**src/rtl/corr_pkg.sv**
```systemverilog
// corr_pkg: shared FSM encoding, header byte layout and packet sizing for corr_rect_multi
package corr_pkg;
  typedef enum logic {IDLE, EMIT} state_t;
  localparam int HDR_WINNUM = 0;
  localparam int HDR_FLAGS = 1;
  function automatic int pkt_len(input int n_pairs, input int report_bytes);
    return 2 + 4 * n_pairs * report_bytes;
  endfunction
endpackage

```
**src/rtl/corr_pair_count.sv**
```systemverilog
// corr_pair_count: saturating x/y/intersection/symmetric-difference counters for one channel pair
module corr_pair_count #(
  parameter int CW = 16
) (
  input  logic                 clk,
  input  logic                 rst,
  input  logic                 clr,
  input  logic                 en,
  input  logic                 x,
  input  logic                 y,
  output logic [3:0][CW-1:0]   nxt
);
  logic [3:0][CW-1:0] cnt;
  logic [3:0] hit;
  assign hit = {x ^ y, x & y, y, x};
  for (genvar k = 0; k < 4; k++) begin : g_cnt
    assign nxt[k] = (en && hit[k] && !(&cnt[k])) ? cnt[k] + 1'b1 : cnt[k];
  end
  always_ff @(posedge clk) begin
    if (rst || clr) cnt <= '0;
    else cnt <= nxt;
  end
endmodule

```
**src/rtl/corr_rect_multi.sv**
```systemverilog
// corr_rect_multi: windowed per-pair correlation counters streamed out as byte packets
module corr_rect_multi
  import corr_pkg::*;
#(
  parameter int N_PAIRS = 4,
  parameter int MAX_WINDOW_LENGTH_EXP = 16,
  parameter int REPORT_BYTES = 1,
  localparam int CW = MAX_WINDOW_LENGTH_EXP,
  localparam int EW = $clog2(CW + 1)
) (
  input  logic               i_clk,
  input  logic               i_rst,
  input  logic               i_cg,
  input  logic               i_strobe,
  input  logic [N_PAIRS-1:0] i_x,
  input  logic [N_PAIRS-1:0] i_y,
  input  logic [EW-1:0]      i_windowLengthExp,
  output logic [7:0]         o_data,
  output logic               o_valid,
  input  logic               i_ready,
  output logic [7:0]         o_winNum,
  output logic [6:0]         o_nDropped
);
  localparam int RW = 8 * REPORT_BYTES;
  localparam int NB = 4 * N_PAIRS * REPORT_BYTES;
  localparam int L = pkt_len(N_PAIRS, REPORT_BYTES);
  localparam int IW = $clog2(L);
  state_t state;
  logic [IW-1:0] idx;
  logic ovf;
  logic [8*NB-1:0] sh, payload;
  logic [N_PAIRS-1:0][3:0][CW-1:0] nxt;
  logic [CW-1:0] t, mask;
  logic [EW-1:0] exp_c, exp_q;
  logic restart, sample, win_end, clr, accept, last;
  assign exp_c = (i_windowLengthExp > EW'(CW)) ? EW'(CW) : i_windowLengthExp;
  assign restart = i_cg && (exp_c != exp_q);
  assign sample = i_cg && i_strobe && !restart;
  assign mask = ~({CW{1'b1}} << exp_q);
  assign win_end = sample && ((t & mask) == mask);
  assign clr = restart || win_end;
  assign o_valid = (state == EMIT);
  assign accept = i_cg && o_valid && i_ready;
  assign last = (idx == IW'(L - 1));
  for (genvar p = 0; p < N_PAIRS; p++) begin : g_pair
    corr_pair_count #(.CW(CW)) u_cnt (
      .clk(i_clk), .rst(i_rst), .clr(clr), .en(sample),
      .x(i_x[p]), .y(i_y[p]), .nxt(nxt[p])
    );
    for (genvar k = 0; k < 4; k++) begin : g_fld
      assign payload[8*NB-1-RW*(4*p+k) -: RW] = nxt[p][k][CW-1 -: RW];
    end
  end
  always_ff @(posedge i_clk) begin
    if (i_rst) begin
      t <= '0;
      exp_q <= exp_c;
    end else if (restart) begin
      t <= '0;
      exp_q <= exp_c;
    end else if (win_end) t <= '0;
    else if (sample) t <= t + 1'b1;
  end
  always_ff @(posedge i_clk) begin
    if (i_rst) begin
      state <= IDLE;
      idx <= '0;
      o_data <= '0;
      o_winNum <= '0;
      o_nDropped <= '0;
      ovf <= 1'b0;
      sh <= '0;
    end else begin
      if (win_end) o_winNum <= o_winNum + 8'd1;
      if (accept) begin
        idx <= idx + 1'b1;
        o_data <= (idx == IW'(HDR_WINNUM)) ? {ovf, o_nDropped} : sh[8*NB-1 -: 8];
        if (idx != IW'(HDR_WINNUM)) sh <= sh << 8;
        if (idx == IW'(HDR_FLAGS)) ovf <= 1'b0;
        if (last) begin
          state <= IDLE;
          o_data <= '0;
        end
      end
      if (win_end && (state == IDLE || (accept && last))) begin
        state <= EMIT;
        idx <= '0;
        o_data <= o_winNum + 8'd1;
        sh <= payload;
      end else if (win_end) begin
        ovf <= 1'b1;
        if (o_nDropped != 7'h7f) o_nDropped <= o_nDropped + 7'd1;
      end
    end
  end
endmodule

```
**config.mk**
```make
export PLATFORM = sky130hd
export DESIGN_NAME = corr_rect_multi
export DESIGN_NICKNAME = d
export VERILOG_FILES = /design/src/rtl/corr_pkg.sv /design/src/rtl/corr_pair_count.sv /design/src/rtl/corr_rect_multi.sv
export SDC_FILE = /design/constraint.sdc
export NUM_CORES = 1
export LEC_CHECK = 0
export BUFFER_PORTS_ARGS = -buffer_cell sky130_fd_sc_hd__buf_4
export CELL_PAD_IN_SITES_DETAIL_PLACEMENT = 1
export CELL_PAD_IN_SITES_GLOBAL_PLACEMENT = 1
export CORE_MARGIN = 5
export CORE_UTILIZATION = 49
export DETAILED_ROUTE_END_ITERATION = 10
export PLACE_DENSITY_LB_ADDON = 0.15
export SYNTH_ARGS = -nofsm -noshare
export SYNTH_HDL_FRONTEND = slang
export SYNTH_SLANG_ARGS = --single-unit
```
**constraint.sdc**
```tcl
create_clock -name i_clk -period 2.96 [get_ports i_clk]
set_input_delay 0.444 -clock i_clk [delete_from_list [all_inputs] [get_ports i_clk]]
set_output_delay 0.444 -clock i_clk [all_outputs]
set_load 0.005 [all_outputs]
```
==> qor.yml <==
die:
  core_area_um2: 42100
  die_w_um: 217
  row_count: 75
  initial_core_util_pct: 49.8
  pin_count: 42
  die_area_um2: 47100
  die_y_um: 217
clock_network:
  clk_pin_slew_ns: 0.06
  root_buffer: "clkbuf_16"
  insertion_delay_ns: 0.58
  ctsHoldBuffers: 0
  clock_path_buffers: 3
  clock_sinks: 435
  cts_tree: "built"
  numCtsBuffers: 47
  htree_levels: 2
worst_setup_path:
  worstSetupEndpointType: "flip-flop"
  worst-endpoint-required_ns: 3.43
  cp.arrival_ns: 3.31
  worstPathCellList: "nand3b_4, a211o_1, buf_4, a211o_1, nor4_2, buf_4, buf_12, a221oi_1, a211oi_1"
  cp_num_buf_inv: 3
  slowest_delay_ns: 0.50
  worst-path-max-fanout: 70
  crit_slowest_cell: "edfxtp_1"
  timing_worst_setup_path_type: "reg -> reg"
  path_delay_family: "compound AO/OA/AOI/OAI gates"
  ff2ff_setup_slack_ns: 0.12
  crit_path_start_kind: "flip-flop"
synth:
  yosysWarningCount: 0
  yosys.area.top_type: "dfxtp_1"
  syn_area_um2: 21000
  syn_inst: 2407
  avgSynthCellArea_um2: 8.73
  ys.flop_type: "dfxtp_1"
  ys_types: 67
  ys_async_sr_fraction_pct: 0
  synth_fp_nets: 2451
  synth_seq_cells: 435
  netlist_top_cells_area: "dfxtp_1 41%, xor2_1 6.0%, nor2_1 5.5%"
  yosysSeqAreaShare_pct: 41.7
  synth.top_cell.area_share_pct: 41.0
  synth_edf_count: 5
timing:
  fmax_mhz: 352
  min_period_ns: 2.84
  slew_headroom_pct: 32.8
  fin_skew_ns: 0.0138
  finalCritPeriodShare_pct: 96.1
  slew_violations: 0
  worst_pin_slew_ns: 0.999
  hold_viol_final: 0
  fin_tns_setup_ns: 0
  setup_viol_count_final: 0
final_layout:
  nFillCells: 4815
  final_area_um2: 23700
  drive_gt1_share_pct: 8.80
  fin_nets: 2431
  diodes: 0
  final_util_pct: 56.2
  syn2layout_area_growth_pct: 12.7
  stdcell_count: 2959
place:
  placedInstanceArea_um2: 22000
  port_buffers: 41
  dp.cells: 2874
  detailed_place_hpwl_mm: 38.4
  place_congestion: 0.842
job:
  maxCapViolCount: 0
status:
  outcome: "completed"
global_route:
  grt_pass1_vias: 18703
  grt_pass1_wl_mm: 96.4
  grt_usage_pct: 24.0
  grt_overflow: 0
  grt_max_degree: 122
  antenna_found_initial: 0
drt:
  drtIter0Drc: 1111
  routedWlPerCell_um: 19.9
  drt_wl_total_mm: 58.9
  routed_via_density: 6.20
  drc: 0
  num_vias: 18334
  ant_nets: 0
  firstDrtPassIters: 5
power:
  p_total_uw: 12400
  powerDensity_nw_per_um2: 526
  ir_drop_mv: 0.433
  p_leak_uw: 0.00782
min_path:
  hold_path_class: "in -> reg"
==> synth_stat cells (all sizes together), types with 7 or more instances <==
master and n:
nand3 151, o21ai 22, nor2b 10, o31ai 8, or3 13, and3 53, a21oi 35, a211oi 125
nor4 38, ha 26, and4 33, nor4b 9, nand2 113, xor2 143, and2 138, o211ai 9
mux2i 38, mux2 8, or4 13, nor2 306, nor3 61, inv 29, nand4 128, a31oi 11
a221oi 120, clkbuf 105, or2 7, buf 63, xnor2 88, dfxtp 430, o22ai 7, nand2b 17
==> path summary, 6_finish.rpt <==
check,start,endpoint,depth (start not counted)
max,exp_q[2],sh[81],9
min,i_windowLengthExp[4],exp_q[4],1
max reg2reg,exp_q[2],sh[81],9
min reg2reg,t[15],t[15],2
==> cells by family (layout without fill, tap and decap cells) <==
group | Yosys count | after routing | share of synthesized area [%]
mux | 46 | 46 | 2.24
buf+inv | 197 | 210 | 3.90
simple gates | 1102 | 1102 | 27.4
xor+xnor | 231 | 231 | 9.63
flops | 435 | 435 | 41.7
fa+ha+maj | 26 | 26 | 1.55
compound gates | 370 | 370 | 13.5
==> per-stage QoR <==
stage,setup WS (ns),hold WS (ns)
after floorplan,0.295,0.436
after global placement,0.186,0.450
after detailed placement,0.110,0.464
after CTS,0.0699,0.126
after global routing,-0.00816,0.157
final,0.116,0.159
==> final cells by class <==
class	count	area, µm²	area share (%)
Multi-Input combinational cell	1775	11500	48.6
Sequential cell	435	8760	37.0
Clock buffer	71	1450	6.12
Timing Repair Buffer	99	973	4.11
Tap cell	539	674	2.85
Clock inverter	11	188	0.793
Inverter	29	109	0.460
==> layout by cell type, fill, tap and decap left out, drive strengths merged, types with 7 or more instances in the layout <==
cell type | netlist | final
dfxtp | 430 | 430
nor2 | 306 | 306
nand3 | 151 | 151
xor2 | 143 | 143
and2 | 138 | 138
nand4 | 128 | 128
a211oi | 125 | 125
a221oi | 120 | 120
nand2 | 113 | 113
buf | 63 | 97
xnor2 | 88 | 88
clkbuf | 105 | 73
nor3 | 61 | 61
and3 | 53 | 53
mux2i | 38 | 38
nor4 | 38 | 38
a21oi | 35 | 35
and4 | 33 | 33
inv | 29 | 30
ha | 26 | 26
o21ai | 22 | 22
nand2b | 17 | 17
or3 | 13 | 13
or4 | 13 | 13
a31oi | 11 | 11
nor2b | 10 | 10
o211ai | 9 | 9
nor4b | 9 | 9
mux2 | 8 | 8
o31ai | 8 | 8
o22ai | 7 | 7
or2 | 7 | 7
==> routing by layer <==
layer | up-vias | wire length, µm | global-route usage [%]
met4 | 0 | 1430 | 7.12
met2 | 324 | 28500 | 41.0
li1 | 8734 | - | -
met5 | - | 0 | 0
met1 | 9178 | 26700 | 31.9
met3 | 98 | 2210 | 3.20
==> report_power, final <==
part | internal (µW) | switching [µW] | leakage [µW]
clock network | 3800 | 2430 | 0.000809
logic | 99.3 | 236 | 0.00350
registers | 5870 | 14.1 | 0.00351
==> flip-flops by register name, summed over array words and instances (netlist names) <==
| name | flops |
|---|---|
| exp_q | 5 |
| g_pair.u_cnt.cnt | 256 |
| idx | 5 |
| o_data | 8 |
| o_nDropped | 7 |
| o_valid | 1 |
| o_winNum | 8 |
| ovf | 1 |
| sh | 128 |
| t | 16 |
==> repair_timing <==
item | CTS | global route
endpoints found under the setup margin | 0 | 91
setup buffers | 0 | 2
gates resized for setup | 0 | 6
(Power assumes the default switching activity.)
